## config.mk

```make
export PLATFORM = sky130hd
export DESIGN_NAME = packet_assembler
export DESIGN_NICKNAME = d
export VERILOG_FILES = /design/src/rtl/pa_pkg.sv /design/src/rtl/sat_counter.sv /design/src/rtl/packet_assembler.sv
export SDC_FILE = /design/constraint.sdc
export NUM_CORES = 1
export LEC_CHECK = 0
export ABC_AREA = 1
export BUFFER_PORTS_ARGS = -buffer_cell sky130_fd_sc_hd__clkbuf_2
export CAP_MARGIN = 15
export CORE_AREA = 2 2 192 194
export CTS_CLUSTER_DIAMETER = 40
export DETAILED_ROUTE_END_ITERATION = 10
export DIE_AREA = 0 0 194 196
export PLACE_DENSITY = 0.76
export SLEW_MARGIN = 15
export SYNTH_ARGS = -nofsm -noshare
export SYNTH_HDL_FRONTEND = slang
export SYNTH_SLANG_ARGS = --single-unit
```

## constraint.sdc

```tcl
create_clock -name clock -period 2.9 [get_ports clock]
set_input_delay 0.145 -clock clock [delete_from_list [all_inputs] [get_ports clock]]
set_output_delay 0.145 -clock clock [all_outputs]
set_load 0.03 [all_outputs]
```

## src/rtl/pa_pkg.sv

```systemverilog
// Shared types and defaults for the packet assembler front end.
// Packet geometry is derived from DATASIZE, which must be a multiple of 8.
package pa_pkg;

   typedef enum logic [1:0] {IDLE, PAYLOAD, CHECK, PENDING} pa_state_e;

   localparam logic [7:0]  DEFAULT_SYNC_BYTE = 8'hA5;
   localparam int unsigned DEFAULT_DATASIZE  = 192;
   localparam int unsigned PKT_BYTES         = DEFAULT_DATASIZE / 8;

   function automatic int unsigned pkt_bytes(input int unsigned datasize);
      return datasize / 8;
   endfunction

endpackage

```

## src/rtl/sat_counter.sv

```systemverilog
// Saturating up-counter with synchronous clear; holds at all-ones instead of wrapping.
module sat_counter #(
   parameter int unsigned WIDTH = 16
) (
   input  logic             i_clock,
   input  logic             i_clear,
   input  logic             i_inc,
   output logic [WIDTH-1:0] o_count
);

   logic [WIDTH-1:0] r_count;

   always_ff @(posedge i_clock) begin
      if (i_clear) begin
         r_count <= '0;
      end else if (i_inc && (r_count != '1)) begin
         r_count <= r_count + WIDTH'(1);
      end
   end

   assign o_count = r_count;

endmodule

```

## src/rtl/packet_assembler.sv

```systemverilog
// Sync-byte framed packet assembler: payload shift-in, XOR checksum, hold-until-free handoff.
// pkt_valid pulses once per good packet; full_packet only changes on a good-checksum commit.
module packet_assembler
   import pa_pkg::*;
#(
   parameter int unsigned DATASIZE  = DEFAULT_DATASIZE,
   parameter logic [7:0]  SYNC_BYTE = DEFAULT_SYNC_BYTE,
   parameter int unsigned TIMEOUT   = 255
) (
   input  logic                clock,
   input  logic                reset,
   input  logic [7:0]          rx_data,
   input  logic                rx_valid,
   output logic                rx_ready,
   input  logic                downstream_busy,
   output logic [DATASIZE-1:0] full_packet,
   output logic                pkt_valid,
   output logic [15:0]         pkt_count,
   output logic [15:0]         crc_err_count,
   output logic [15:0]         timeout_count
);

   localparam int unsigned NBYTES = pkt_bytes(DATASIZE);
   localparam int unsigned IW     = (NBYTES > 1) ? $clog2(NBYTES) : 1;
   localparam int unsigned TW     = (TIMEOUT > 1) ? $clog2(TIMEOUT + 1) : 1;
   localparam logic [IW-1:0] LAST_IDX = IW'(NBYTES - 1);
   localparam logic [TW-1:0] TO_LAST  = TW'(TIMEOUT - 1);

   pa_state_e           r_state;
   logic [DATASIZE-1:0] r_shift;
   logic [DATASIZE-1:0] r_full_packet;
   logic                r_pkt_valid;
   logic [IW-1:0]       r_idx;
   logic [7:0]          r_xor;
   logic [TW-1:0]       r_timer;

   logic w_accept;
   logic w_in_pkt;
   logic w_timeout;
   logic w_crc_err;
   logic w_deliver;

   assign rx_ready  = (r_state != PENDING);
   assign w_accept  = rx_valid && rx_ready;
   assign w_in_pkt  = (r_state == PAYLOAD) || (r_state == CHECK);
   // An accepted byte on the expiry edge takes priority over the timeout.
   assign w_timeout = w_in_pkt && !w_accept && (r_timer == TO_LAST);
   assign w_crc_err = (r_state == CHECK) && w_accept && (rx_data != r_xor);
   assign w_deliver = (r_state == PENDING) && !downstream_busy;

   always_ff @(posedge clock) begin
      if (reset) begin
         r_state       <= IDLE;
         r_shift       <= '0;
         r_full_packet <= '0;
         r_pkt_valid   <= 1'b0;
         r_idx         <= '0;
         r_xor         <= '0;
         r_timer       <= '0;
      end else begin
         r_pkt_valid <= 1'b0;
         case (r_state)
            IDLE: begin
               if (w_accept && (rx_data == SYNC_BYTE)) begin
                  r_state <= PAYLOAD;
                  r_idx   <= '0;
                  r_xor   <= '0;
                  r_timer <= '0;
               end
            end
            PAYLOAD: begin
               if (w_accept) begin
                  r_shift <= {r_shift[DATASIZE-9:0], rx_data};
                  r_xor   <= r_xor ^ rx_data;
                  r_idx   <= r_idx + IW'(1);
                  r_timer <= '0;
                  if (r_idx == LAST_IDX) begin
                     r_state <= CHECK;
                  end
               end else if (w_timeout) begin
                  r_state <= IDLE;
               end else begin
                  r_timer <= r_timer + TW'(1);
               end
            end
            CHECK: begin
               if (w_accept) begin
                  r_timer <= '0;
                  if (rx_data == r_xor) begin
                     r_full_packet <= r_shift;
                     r_state       <= PENDING;
                  end else begin
                     r_state <= IDLE;
                  end
               end else if (w_timeout) begin
                  r_state <= IDLE;
               end else begin
                  r_timer <= r_timer + TW'(1);
               end
            end
            PENDING: begin
               if (w_deliver) begin
                  r_pkt_valid <= 1'b1;
                  r_state     <= IDLE;
               end
            end
            default: r_state <= IDLE;
         endcase
      end
   end

   assign full_packet = r_full_packet;
   assign pkt_valid   = r_pkt_valid;

   sat_counter #(.WIDTH(16)) u_pkt_cnt (
      .i_clock (clock),
      .i_clear (reset),
      .i_inc   (w_deliver),
      .o_count (pkt_count)
   );

   sat_counter #(.WIDTH(16)) u_crc_cnt (
      .i_clock (clock),
      .i_clear (reset),
      .i_inc   (w_crc_err),
      .o_count (crc_err_count)
   );

   sat_counter #(.WIDTH(16)) u_to_cnt (
      .i_clock (clock),
      .i_clear (reset),
      .i_inc   (w_timeout),
      .o_count (timeout_count)
   );

endmodule

```

==> metrics.md <==
| Metric | Value |
|---|---|
| Synth Register Bits | 456 |
| Syn_nets | 2,288 |
| Area Overhead vs Synth | 19.9% |
| Crit path DAT | between 2 and 3 ns |
| Synth top cells by count | dfxtp_1 (456), nor2_1 (435), o21ai_0 (371) |
| Cell Pwr Density | between 600 and 700 nW/µm² |
| Clock root buffer | clkbuf_16 |
| Mean Syn Cell Area | about 7.7 µm² |
| Clk_skew | around 0.018 ns |
| Placed cells | roughly 2,900 |
| Reg2reg path depth | 8 |
| Synthesized instance count | about 2,300 |
| Post-synth EDFFs | 0 |
| CP max-delay cell | nand4_4 |
| H-tree levels | 2 |
| GRT Resource Usage Total | between 20% and 30% |
| # IOs | between 200 and 300 |
| Port buffer count | 253 |
| Yosys top cell by area | dfxtp_1 |
| Die X | 194 µm |
| Core Region | around 36,000 µm² |
| Via count | 15,200 |
| CTS tree | done |
| Hold path endpoint | r_timer[6]$_SDFFE_PP0P_ |
| Largest cells by area after synthesis | dfxtp_1 (52%), o21ai_0 (11%), nor2_1 (9.3%), a21oi_1 (7.0%), inv_1 (5.5%) |
| Detailed-route wire length | 42.7 mm |
| Crit path max fanout | 46 |
| Clk buf depth | 3 |
| Vias per cell | 5.12 |
| Worst vdd ir | roughly 0.70 mV |
| Post_cts resized | 0 |
| Mux contribution to synthesized area | 0% |
| Global placement routability congestion | 0.876 |
| Average wire per standard cell | 14.3 µm |
| Layout net count | roughly 2,500 |
| Post-synth cell types | between 40 and 50 |
| Synth Area in Compound Gates | about a fifth |
| First-pass GRT wire length | 69.8 mm |
| Post-synth top area share | 52.2% |
| Hold wc startpoint | rx_valid |
| Post-synthesis xor/xnor area fraction | ~1.3% |
| Detail Route Antenna Nets | 0 |
| Worst-Margin Slew | between 0.9 and 1 ns |
| Register area share after synthesis | 52.2% |
| Worst r2r src | r_state[0]$_SDFFE_PP0P_ |
| Async set-reset flop share out of synthesis | 0% |
| Pre-antenna DRT Iters | 5 |
| Crit start category | flip-flop |
| Cell area after synthesis | between 15,000 and 20,000 µm² |
| Worst Path Required | between 3 and 4 ns |
| Hold_ws | between 0.05 and 0.06 ns |
| Largest net degree at the start of global routing | slightly above 200 |
| CP Buf/Inv Count | 3 |
| Finished Cell Area | ~21,000 µm² |
| Worst path cell trace | ha_1 -> inv_2 -> nand2_4 -> inv_1 -> nand4_4 -> buf_12 -> o21ai_0 -> a21oi_1 |
| Period utilisation layout | between 80% and 90% |
| Site Rows | 70 |
| Most frequent cell after synthesis | dfxtp_1 |
| Setup_tns | 0 ns |
| Initial drt markers | 922 |
| Die Ht | 196 µm |
| Worst slew margin | a little under two fifths |
| Initial Util | approximately 48% |
| DP Area | roughly 19,000 µm² |
| Vias in the first global route | ~14,000 |
| Max incr delay on CP | ~0.64 ns |
| Detailed Place HPWL | 27.7 mm |
| Fill cell total of the finished layout | approximately 3,200 |
| DRC | 0 |
| Synth Area in Simple Gates | ~16% |
| Status | finished, final reports clean |
| Die area | about 38,000 µm² |
| Largest family of logic cells by synthesized area | compound AO/OA/AOI/OAI gates |
| Layout cells sized above 1 | about 17% |
| GRT Residual Overflow | 0 |
| Initial antenna violation count | 5 |
| Final Hold Viols | 0 |
| WHS Path Cells | 6 |
| Number of max-cap violations | 0 |
| CP top delay family | simple AND/OR/NAND/NOR gates |
| R2r setup slk | approximately 0.42 ns |
| Reg2reg end | full_packet[106]$_SDFFE_PP0P_ |
| Clock Sinks | 456 |
| Fin crit period | between 2 and 2.5 ns |
| Non-Filler Instances | between 2,000 and 3,000 |
| Clock slew at reported path FFs | roughly 0.060 ns |
| Slew Viols, Final | 0 |
| Peak Freq | just over 0.4 GHz |
| RSZ-0062 raised after global routing | false |
| Setup violations, final | 0 |
| Leakage | about 0.009 µW |
| Worst min path class | in2reg |
| Crit path kind | reg2reg |
| Clk_lat worst skew | 0.59 ns |
| Top_reg_cell synth | dfxtp_1 |
| CTS Buf Count | between 50 and 60 |
| Yosys warning count | 0 |
| Critical Path End Type | flip-flop |
| Adder-cell share of the synthesized area | less than 1% |
-- repair_timing --
action                                 in CTS  in global routing
endpoints found under the hold margin       9                  0
hold buffers                                9                  0
buffers inserted                            0                  0
-- logic make-up after synthesis --
family / count (synthesis)
AND/OR/NAND/NOR: 685
AO/OA/AOI/OAI: 677
flip-flops: 456
buffers and inverters: 411
XOR/XNOR: 25
adder cells (fa/ha/maj): 11
-- cell usage in the layout (no fill, tap or decap), types with 46 or more instances in the layout --
cell       count
inv_1        256
a21oi_1      243
nand3_1       49
o21ai_0      371
clkbuf_16     57
dfxtp_1      456
o21ai_1       46
clkbuf_2     253
nand2_1      132
nor2_1       435
-- stage by stage --
stage | worst slack, ns | utilization [%] | power (µW)
finish | 0.416 | 58.1 | 14200
global route | 0.214 | 58.1 | 14700
CTS | 0.388 | 58.0 | 14300
detailed placement | 0.418 | 52.6 | 7450
global placement | 0.467 | 52.6 | 7420
floorplan | 1.05 | - | 7240
-- cell type report --
| class | count | area [µm²] | share of cell area (%) |
|---|---|---|---|
| well taps | 468 | 586 | 2.79 |
| clock buffers | 73 | 1580 | 7.52 |
| flip-flops and latches | 456 | 9130 | 43.6 |
| repair buffers | 284 | 1670 | 7.98 |
| inverters | 269 | 1020 | 4.89 |
| multi-input cells | 1398 | 6680 | 31.9 |
| diodes | 4 | 10.0 | 0.0478 |
| clock inverters | 25 | 280 | 1.34 |
-- worst reg2reg max path, delay by kind of cell, from the launching register on --
kind / cells / cell delay [ns]
flip-flops: 1 / 0.34
adder cells (fa/ha/maj): 1 / 0.23
buffers and inverters: 3 / 0.75
AND/OR/NAND/NOR: 2 / 0.75
AO/OA/AOI/OAI: 2 / 0.31
-- layer usage --
metal	global-route usage (%)	up-vias	wire (µm)
li1	-	7705	-
met1	28.9	7087	19100
met2	35.7	374	19900
met3	4.06	75	2510
met4	8.16	2	1110
met5	0	-	13
-- how the worst max path moves through the flow --
stage | start | end | slack [ns] | cells after the start
after floorplan | u_pkt_cnt.o_count[0]$_SDFFE_PP0P_ | u_pkt_cnt.o_count[3]$_SDFFE_PP0P_ | 1.05 | 8
after global placement | r_state[0]$_SDFFE_PP0P_ | full_packet[93]$_SDFFE_PP0P_ | 0.47 | 8
after detailed placement | r_state[0]$_SDFFE_PP0P_ | full_packet[101]$_SDFFE_PP0P_ | 0.42 | 8
after CTS | r_state[0]$_SDFFE_PP0P_ | full_packet[182]$_SDFFE_PP0P_ | 0.39 | 8
after global routing | r_state[0]$_SDFFE_PP0P_ | full_packet[159]$_SDFFE_PP0P_ | 0.21 | 8
final | r_state[0]$_SDFFE_PP0P_ | full_packet[106]$_SDFFE_PP0P_ | 0.42 | 8
-- sequential cells by signal, summed over array words and instances (netlist names) --
signal	flops
u_crc_cnt.o_count	16
r_xor	8
pkt_valid	1
u_pkt_cnt.o_count	16
r_idx	5
r_shift	192
u_to_cnt.o_count	16
full_packet	192
r_state	2
r_timer	8
-- where the power goes --
group	internal [µW]	switching, µW
logic	212	472
clock network	4200	2700
registers	6490	171
No activity file was read; power rests on OpenSTA's default activity.
